`src/rtl/frame_shift_ctrl_pkg.sv`:
```
`default_nettype none
// ============================================================================
// Module   : frame_shift_ctrl_pkg
// Brief    : Shared state encodings and constant helpers for the block
//            floating-point scaling controller.
// Revision : 1.0 - initial release
// ============================================================================
package frame_shift_ctrl_pkg;

  // Frame measurement FSM states
  typedef enum logic [0:0] {
    ST_IDLE    = 1'b0,
    ST_MEASURE = 1'b1
  } state_t;

  // Ceiling log2 for sizing counters at elaboration time (value >= 2)
  function automatic int clog2(input int value);
    int r;
    r = 0;
    for (int i = 0; i < 32; i++) begin
      if ((1 << r) < value) begin
        r = r + 1;
      end
    end
    return r;
  endfunction

endpackage
`default_nettype wire

```
`src/rtl/frame_shift_ctrl_lead_sign_count.sv`:
```
`default_nettype none
// ============================================================================
// Module   : lead_sign_count
// Brief    : Combinational count of redundant sign bits, i.e. the number of
//            contiguous bits directly below the MSB that equal the MSB.
// Revision : 1.0 - initial release
// ============================================================================
module lead_sign_count
  import frame_shift_ctrl_pkg::*;
#(
  parameter int DATA_WIDTH = 8,
  parameter int LEAD_WIDTH = clog2(DATA_WIDTH)
) (
  input  logic [DATA_WIDTH-1:0] i_data,
  output logic [LEAD_WIDTH-1:0] o_lead
);

  logic w_run;

  // Walk down from MSB-1, counting until the first bit that differs from the sign
  always_comb begin
    w_run  = 1'b1;
    o_lead = '0;
    for (int i = DATA_WIDTH - 2; i >= 0; i--) begin
      if (w_run && (i_data[i] == i_data[DATA_WIDTH-1])) begin
        o_lead = o_lead + LEAD_WIDTH'(1);
      end else begin
        w_run = 1'b0;
      end
    end
  end

endmodule
`default_nettype wire

```
`src/rtl/frame_shift_ctrl.sv`:
```
`default_nettype none
// ============================================================================
// Module   : frame_shift_ctrl
// Brief    : Block floating-point scaling controller. Registers the sample
//            stream through to the shifter, tracks the per-frame minimum of
//            redundant sign bits and publishes a clamped left-shift amount
//            at each frame end.
// Revision : 1.0 - initial release
// ============================================================================
module frame_shift_ctrl
  import frame_shift_ctrl_pkg::*;
#(
  parameter string ARCHITECTURE = "BEHAVIORAL",
  parameter int    DATA_WIDTH   = 8,
  parameter int    FRAME_LENGTH = 4,
  parameter int    MAX_SHIFT    = 4,
  parameter int    SHIFT_WIDTH  = 3
) (
  input  logic                   clk,
  input  logic                   rst,
  input  logic [DATA_WIDTH-1:0]  data_in,
  input  logic                   valid_in,
  input  logic                   sync_in,
  output logic [DATA_WIDTH-1:0]  data_out,
  output logic                   valid_out,
  output logic                   sync_out,
  output logic [SHIFT_WIDTH-1:0] shift_out,
  output logic                   shift_valid,
  output logic                   frame_err
);

  localparam int CNT_WIDTH  = clog2(FRAME_LENGTH);
  localparam int LEAD_WIDTH = clog2(DATA_WIDTH);

  localparam logic [CNT_WIDTH-1:0]  c_last_count = CNT_WIDTH'(FRAME_LENGTH - 1);
  localparam logic [LEAD_WIDTH-1:0] c_min_init   = LEAD_WIDTH'(DATA_WIDTH - 1);
  localparam logic [LEAD_WIDTH-1:0] c_max_shift  = LEAD_WIDTH'(MAX_SHIFT);

  generate
    if (ARCHITECTURE == "BEHAVIORAL") begin : g_behavioral

      state_t                r_state;
      state_t                w_state_nxt;
      logic [CNT_WIDTH-1:0]  r_count;
      logic [CNT_WIDTH-1:0]  w_count_nxt;
      logic [LEAD_WIDTH-1:0] r_min;
      logic [LEAD_WIDTH-1:0] w_min_nxt;
      logic [LEAD_WIDTH-1:0] w_lead;
      logic [LEAD_WIDTH-1:0] w_min_acc;
      logic [LEAD_WIDTH-1:0] w_shift_clamp;
      logic                  w_shift_upd;
      logic                  w_err;
      logic                  w_sync;

      lead_sign_count #(
        .DATA_WIDTH (DATA_WIDTH),
        .LEAD_WIDTH (LEAD_WIDTH)
      ) u_lead_sign_count (
        .i_data (data_in),
        .o_lead (w_lead)
      );

      assign w_sync = valid_in & sync_in;

      // Running minimum including the current sample, and its clamped shift
      always_comb begin
        w_min_acc     = (w_lead < r_min) ? w_lead : r_min;
        w_shift_clamp = (w_min_acc > c_max_shift) ? c_max_shift : w_min_acc;
      end

      // Next-state logic: frame start, accumulation, frame end and short-frame restart
      always_comb begin
        w_state_nxt = r_state;
        w_count_nxt = r_count;
        w_min_nxt   = r_min;
        w_shift_upd = 1'b0;
        w_err       = 1'b0;
        case (r_state)
          ST_IDLE: begin
            if (w_sync) begin
              w_state_nxt = ST_MEASURE;
              w_count_nxt = CNT_WIDTH'(1);
              w_min_nxt   = w_lead;
            end
          end
          ST_MEASURE: begin
            if (w_sync) begin
              // A sync before completion wins even on the would-be last sample
              w_err       = 1'b1;
              w_count_nxt = CNT_WIDTH'(1);
              w_min_nxt   = w_lead;
            end else if (valid_in) begin
              if (r_count == c_last_count) begin
                w_shift_upd = 1'b1;
                w_state_nxt = ST_IDLE;
                w_count_nxt = '0;
                w_min_nxt   = c_min_init;
              end else begin
                w_count_nxt = r_count + CNT_WIDTH'(1);
                w_min_nxt   = w_min_acc;
              end
            end
          end
          default: begin
            w_state_nxt = ST_IDLE;
            w_count_nxt = '0;
            w_min_nxt   = c_min_init;
          end
        endcase
      end

      // FSM, sample counter and running-minimum registers
      always_ff @(posedge clk or posedge rst) begin
        if (rst) begin
          r_state <= ST_IDLE;
          r_count <= '0;
          r_min   <= c_min_init;
        end else begin
          r_state <= w_state_nxt;
          r_count <= w_count_nxt;
          r_min   <= w_min_nxt;
        end
      end

      // Fixed one-cycle pass-through of the sample stream
      always_ff @(posedge clk or posedge rst) begin
        if (rst) begin
          data_out  <= '0;
          valid_out <= 1'b0;
          sync_out  <= 1'b0;
        end else begin
          data_out  <= data_in;
          valid_out <= valid_in;
          sync_out  <= w_sync;
        end
      end

      // Publish shift amount and status pulses; shift_out holds between frame ends
      always_ff @(posedge clk or posedge rst) begin
        if (rst) begin
          shift_out   <= '0;
          shift_valid <= 1'b0;
          frame_err   <= 1'b0;
        end else begin
          shift_valid <= w_shift_upd;
          frame_err   <= w_err;
          if (w_shift_upd) begin
            shift_out <= SHIFT_WIDTH'(w_shift_clamp);
          end
        end
      end

    end else begin : g_placeholder
      // Device-specific implementations are not provided; outputs are tied off
      assign data_out    = '0;
      assign valid_out   = 1'b0;
      assign sync_out    = 1'b0;
      assign shift_out   = '0;
      assign shift_valid = 1'b0;
      assign frame_err   = 1'b0;
    end
  endgenerate

endmodule
`default_nettype wire

```
`config.mk`:
```
export PLATFORM = sky130hd
export DESIGN_NAME = frame_shift_ctrl
export DESIGN_NICKNAME = d
export VERILOG_FILES = /design/src/rtl/frame_shift_ctrl_pkg.sv /design/src/rtl/frame_shift_ctrl_lead_sign_count.sv /design/src/rtl/frame_shift_ctrl.sv
export SDC_FILE = /design/constraint.sdc
export NUM_CORES = 1
export LEC_CHECK = 0
export CAP_MARGIN = 20
export CORE_MARGIN = 1.5
export CORE_UTILIZATION = 25
export DETAILED_ROUTE_END_ITERATION = 7
export GPL_ROUTABILITY_DRIVEN = 0
export PLACE_DENSITY_LB_ADDON = 0.15
export SYNTH_ARGS = -nofsm -noshare
export SYNTH_HDL_FRONTEND = slang
export SYNTH_HIERARCHICAL = 1
export SYNTH_SLANG_ARGS = --single-unit
export TNS_END_PERCENT = 10
```
`constraint.sdc`:
```
create_clock -name clk -period 4.7 [get_ports clk]
set_input_delay 0.47 -clock clk [delete_from_list [all_inputs] [get_ports clk]]
set_output_delay 0.47 -clock clk [all_outputs]
set_load 0.02 [all_outputs]
```
==> flow_summary.json, run 1 <==
{
  "final_hold_viol_count": 0,
  "clock_path_buffers": 2,
  "cts_tree": "built",
  "cp_max_fo": 4,
  "critical_path.endpoint_type": "flip-flop",
  "antenna_found_initial": 0,
  "layout_common_cells": "buf_4 (27), nand2_1 (21), clkdlybuf4s50_1 (21), dfrtp_1 (18), a21oi_1 (9)",
  "synth_adder_area_share_pct": 6.591,
  "dp_hpwl_um": 2607,
  "reg2reg_to": "g_behavioral.r_min[1]",
  "finalWorstSetupSlack_ns": 0.1381,
  "layout.cells.non_filler": 268,
  "num_vias": 1262,
  "synth_xor_xnor_area_share_pct": 1.318,
  "synth_area_leaders": "dfrtp_1 (34%), ha_1 (6.6%), nand2_1 (6.5%)",
  "grt_max_degree": 22,
  "switching_power_uw": 239.4,
  "crit_buf_inv": 1,
  "final_core_util_pct": 40.18,
  "p_leak_uw": 0.0008863,
  "fp.coreArea_um2": 5107,
  "yosysUniqueCellTypes": 48,
  "syn_avg_cell_area_um2": 9.101,
  "setup_viol": 0,
  "die_h_um": 75.91,
  "final_area_um2": 2052,
  "crit_path_top_delay_cell": "or4_4",
  "holdPathStages": 2,
  "ctsHtreeMaxLevel": 1,
  "synth_edf_count": 0,
  "max_cap_viol_count": 0,
  "clock_latency_ns": 0.27,
  "max_freq_ghz": 0.2192,
  "cp.arrival_ns": 4.76,
  "ys_seq_elements": 21,
  "intPower_uw": 443.2,
  "synth_top_flop_cell": "dfrtp_1",
  "worstRegToRegCells": 6,
  "initialDrtViolationCount": 28,
  "rows": 26,
  "drtPass1Iterations": 4,
  "pwr-share-seq_pct": 37.4,
  "root_buffer": "clkbuf_8",
  "syn_to_final_growth_pct": 54.43,
  "peakVddDrop_v": 0.0001110,
  "min_from": "data_in[5]",
  "synth_compound_area_share_pct": 22.13,
  "clkPwrFrac_pct": 18.1,
  "numClockSinks": 21,
  "routed_wl_um": 3486,
  "rr_startpoint": "g_behavioral.r_min[2]",
  "layout.nets": 218,
  "cp.required_ns": 4.90,
  "ant_nets": 0,
  "dp.cells": 259,
  "viasPerCell": 4.709,
  "synth_nets": 165,
  "r2r_slack_ns": 2.93,
  "grt_overflow": 0,
  "crit_type": "primary input to flip-flop",
  "drive_above_1_share_pct": 34.85,
  "outcome": "completed",
  "hold_class": "primary input to flip-flop",
  "fin_skew_ns": 0.004767,
  "route.detailed.drc": 0,
  "grt_pass1_wl_um": 5782,
  "path_clk_slew_ns": 0.08,
  "routedWlPerCell_um": 13.01,
  "tns_ns": 0,
  "p_comb_share_pct": 44.5,
  "synth_simple_gate_area_share_pct": 19.77,
  "place_ws_ns": -0.6218,
  "startpoint_type": "primary input",
  "ys_async_sr_fraction_pct": 100.0,
  "antenna_cells": 0,
  "synth_area_um2": 1329,
  "hold_path_end": "data_out[5]",
  "swShare_pct": 35.07,
  "numCtsBuffers": 3,
  "crit_path_frequent_cell": "ha_4",
  "cts_hold_buf": 0,
  "path_delay_family": "compound AO/OA/AOI/OAI gates",
  "die_x_um": 75.91,
  "grt_usage_pct": 12.47,
  "synth.top_cell.area_share_pct": 33.90,
  "seq_area_frac_synth_pct": 39.83,
  "slew-limit-headroom_pct": 46.37,
  "regArea_um2": 529.3,
  "fillCellCount": 536,
  "synth_mux_area_share_pct": 4.614,
  "die_area_um2": 5762,
  "fin_crit_sh_pct": 97.06,
  "worst_pin_slew_ns": 0.8036,
  "syn_inst": 146,
  "yosys_warnings": 6,
  "placed_cell_area_um2": 1871,
  "final_common_cell": "buf_4",
  "start_util_pct": 26.02,
  "slowest_delay_ns": 0.54,
  "multi_input_area_um2": 877.1,
  "port_buffers": 26,
  "path_cells": "buf_6, or2_4, o21ai_4, ha_4, o21a_4, ha_4, nand2_2, nand2_2, ha_4, mux2i_1, o21ai_1, ha_2, and2_4, a32o_2, or4_4, nand3_4, xor2_4, ha_4, a21oi_4, o21ai_4, o21a_1, o32a_1",
  "cellPowerDensity_nw_per_um2": 332.7,
  "finalCriticalPeriod_ns": 4.562,
  "grt_pass1_vias": 1275,
  "synth_top_family_by_area": "compound AO/OA/AOI/OAI gates",
  "io_pins": 27,
  "yosys.area.top_type": "dfrtp_1",
  "slew_viol_final": 0
}
-- power by group through the flow --
stage	Combinational [uW]	Sequential (uW)	Clock, uW
final	304	255	124
after global routing	334	262	138
after CTS	288	256	133
after detailed placement	280	259	0
after global placement	272	257	0
after floorplan	165	273	0
-- routing by layer --
metal | GRT usage [%] | share of wire [%] | routed length [um]
met1 | 13.42 | 40 | 1401
met2 | 24.14 | 56 | 1958
met3 | 1.084 | 1.6 | 56
met4 | 6.111 | 2.0 | 70
met5 | 0 | 0 | 0
-- cell families (layout without fill, tap and decap cells) --
family          after synthesis  count (layout)
mux                           6               6
buf+inv                      15              67
flops                        21              21
fa+ha+maj                     7               7
compound gates               44              44
simple gates                 51              51
xor+xnor                      2               2
-- registers in the layout (all words and copies together) (netlist names) --
| signal | cells |
|---|---|
| g_behavioral.r_min | 3 |
| valid_out | 1 |
| shift_valid | 1 |
| sync_out | 1 |
| shift_out | 3 |
| data_out | 8 |
| g_behavioral.r_state | 1 |
| g_behavioral.r_count | 2 |
| frame_err | 1 |
-- stage by stage --
| stage | total power, uW | hold slack, ns |
|---|---|---|
| after detailed placement | 539.5 | 0.4847 |
| after global routing | 732.8 | 0.4082 |
| after floorplan | 437.4 | 0.4443 |
| final | 682.7 | 0.4125 |
| after global placement | 528.7 | 0.4681 |
| after CTS | 676.1 | 0.5038 |
-- timing repair --
item | 4_1_cts | 5_1_grt
setup endpoints to repair | 6 | 6
pin swaps | 10 | 19
gates resized for setup | 14 | 32
setup buffers | 1 | 4
-- cell usage after synthesis, types with 2 or more instances --
cell / instances
a21boi_0: 2
a21o_1: 2
a21oi_1: 10
and3_1: 2
buf_6: 2
clkbuf_1: 2
dfrtp_1: 18
dfstp_2: 3
ha_1: 7
inv_1: 9
mux2i_1: 5
nand2_1: 23
nand3_1: 4
nor2_1: 7
o21a_1: 3
o21ai_0: 7
o21ai_1: 4
o22ai_1: 5
o32a_1: 2
-- final cells by class --
cell class	count	area share, %
Multi-Input combinational cell	110	42.74
Clock inverter	1	0.3659
Sequential cell	21	25.79
Timing Repair Buffer	54	23.17
Inverter	9	1.646
Tap cell	70	4.268
Clock buffer	3	2.012
-- worst max-delay path by stage --
stage               start                    end  slack (ns)  cells after the start
5_1_grt        data_in[6]  g_behavioral.r_min[1]       -0.02                     22
6_report       data_in[5]  g_behavioral.r_min[1]        0.14                     22
2_1_floorplan  data_in[7]  g_behavioral.r_min[0]        -0.1                     23
4_1_cts        data_in[7]  g_behavioral.r_min[1]        0.07                     22
3_3_place_gp   data_in[6]  g_behavioral.r_min[0]       -0.46                     22
3_5_place_dp   data_in[6]  g_behavioral.r_min[0]       -0.62                     22
Power figures use the tool's default switching activity.
==> run 2: changes to the inputs <==
--- a/config.mk
+++ b/config.mk
@@ -6,7 +6,6 @@
 export NUM_CORES = 1
 export LEC_CHECK = 0
 export CAP_MARGIN = 20
-export CORE_MARGIN = 1.5
 export CORE_UTILIZATION = 25
 export DETAILED_ROUTE_END_ITERATION = 7
 export GPL_ROUTABILITY_DRIVEN = 0
==> run 2 against run 1 <==
Against the previous run: flip-flop and latch count unchanged; power fell by 3.1%; cell area shrank 2.0%; utilization down 0.81 points; combinational power is 7.2% lower; critical path type unchanged; wire length shrank 8.7%; via count grew 0.24%; die area down 2.6%; register-to-register slack better by 0.02 ns; non-clock buffer count rose by 3; sequential share of layout area up 0.53 points; clock-buffer cell count stayed put.
==> flow_summary.json, run 2 (synthesis gave the netlist of run 1 again) <==
{
  "antenna_found_initial": 0,
  "r2r_slack_ns": 2.95,
  "finalCriticalPeriod_ns": 4.515,
  "grt_use_met2_pct": 24.32,
  "root_buffer": "clkbuf_8",
  "slew_viol_final": 0,
  "cts_hold_buf": 0,
  "grt.busiest_layer": "met2",
  "largest_registers": "data_out x8, g_behavioral.r_min x3, shift_out x3",
  "startpoint_type": "primary input",
  "cellPowerDensity_nw_per_um2": 328.9,
  "numClockSinks": 21,
  "use_met1_pct": 13.96,
  "p_leak_uw": 0.0008903,
  "grt_max_degree": 22,
  "max_cap_viol_count": 0,
  "port_buffers": 26,
  "largest_reg_flops": 8,
  "setup_viol": 0,
  "outcome": "completed",
  "dp_hpwl_um": 2465,
  "clock_latency_ns": 0.27,
  "num_vias": 1265,
  "drtPass1Iterations": 4,
  "final_common_cell": "buf_4",
  "tns_ns": 0,
  "max_freq_ghz": 0.2215,
  "io_pins": 27,
  "numCtsBuffers": 3,
  "place_ws_ns": -0.5719,
  "cp_max_fo": 4,
  "rows": 26,
  "fillCellCount": 548,
  "regMostFlops": "data_out",
  "grt_overflow": 0,
  "route.detailed.drc": 0,
  "viasPerCell": 4.668,
  "worst_pin_slew_ns": 0.8070,
  "final_hold_viol_count": 0,
  "routed_wl_um": 3182,
  "layout.nets": 221,
  "path_clk_slew_ns": 0.08,
  "die_x_um": 74.91,
  "start_util_pct": 26.02,
  "ant_nets": 0,
  "total_power_uw": 661.2,
  "crit_type": "primary input to flip-flop",
  "grt_pass1_vias": 1249,
  "fin_skew_ns": 0.004497,
  "critical_path.endpoint_type": "flip-flop",
  "syn_to_final_growth_pct": 51.32,
  "fin_crit_sh_pct": 96.06,
  "peakVddDrop_v": 0.0001246,
  "fp.coreArea_um2": 5107,
  "rr_startpoint": "g_behavioral.r_min[2]",
  "initialDrtViolationCount": 42,
  "cp.arrival_ns": 4.71,
  "antenna_cells": 0,
  "cts_tree": "built",
  "layout.cells.non_filler": 271,
  "hold_class": "primary input to flip-flop",
  "ctsHtreeMaxLevel": 1,
  "reg2reg_to": "g_behavioral.r_min[1]",
  "slew-limit-headroom_pct": 46.14,
  "drive_above_1_share_pct": 31.84,
  "clock_path_buffers": 2,
  "min_from": "data_in[6]",
  "layout_common_cells": "buf_4 (31), nand2_1 (21), clkdlybuf4s50_1 (21), dfrtp_1 (18), a21oi_1 (10)",
  "die_h_um": 74.91,
  "grtUsageMet3_pct": 1.339,
  "dp.cells": 260,
  "routedWlPerCell_um": 11.74,
  "cp.required_ns": 4.89,
  "grt_pass1_wl_um": 5416,
  "hold_path_end": "data_out[6]",
  "grt_usage_pct": 12.68,
  "finalWorstSetupSlack_ns": 0.1850,
  "die_area_um2": 5611,
  "worstRegToRegCells": 6,
  "holdPathStages": 2
}
## run 2: layout make-up
class	instances	area [um2]	area share, %
Clock buffer	3	41.29	2.054
Clock inverter	1	7.507	0.3734
Inverter	9	33.78	1.680
Multi-Input combinational cell	110	823.3	40.95
Sequential cell	21	529.3	26.32
Tap cell	70	87.58	4.356
Timing Repair Buffer	57	488.0	24.27
## run 2: through the flow
step / utilization (%) / instance area, um2 / hold WS (ns)
after floorplan: - / 1403 / 0.4443
after global placement: 36.77 / 1878 / 0.4710
after detailed placement: 36.77 / 1878 / 0.4771
after CTS: 38.73 / 1978 / 0.4967
after global routing: 39.37 / 2011 / 0.4356
final: 39.37 / 2011 / 0.4316
## run 2: worst max-delay path by stage
stage | from | endpoint | slack (ns) | depth (start not counted)
2_1_floorplan | data_in[7] | g_behavioral.r_min[0] | -0.1 | 23
3_3_place_gp | data_in[7] | g_behavioral.r_min[1] | -0.47 | 22
3_5_place_dp | data_in[6] | g_behavioral.r_min[1] | -0.57 | 22
4_1_cts | data_in[7] | g_behavioral.r_min[1] | 0.01 | 22
5_1_grt | data_in[6] | g_behavioral.r_min[1] | -0.0008 | 22
6_report | data_in[7] | g_behavioral.r_min[1] | 0.19 | 22
## run 2: timing repair
item,4_1_cts,5_1_grt
pin swaps,13,17
buffers inserted,4,3
endpoints found under the hold margin,0,0
resized for setup,12,20
setup endpoints to repair,6,6
## run 2: metal layers
layer	wire, um	part of all wire [%]	up-vias
met5	0	0	-
li1	-	-	624
met1	1344	42	615
met2	1739	55	21
met3	55	1.7	5
met4	43	1.4	0
## run 2: worst max-delay path, stage by stage
cell      delay, ns
buf_4          0.12
or2_4          0.22
o21bai_1       0.17
ha_1           0.25
o21a_1         0.21
ha_4           0.28
nand2_2        0.05
nand2_2        0.09
ha_4           0.21
mux2i_1        0.12
o21ai_1        0.08
ha_2           0.21
and2_4         0.15
a32o_2         0.24
or4_4          0.50
nand3_4        0.12
xor2_4         0.19
ha_4           0.24
a21oi_4        0.19
o21ai_4        0.08
o21a_1         0.18
o32a_1         0.35
## run 2: power by group
group	switching [uW]	total (uW)	internal, uW
Clock	64.2	124	60.0
Sequential	27.5	255	227
Combinational	137	282	146
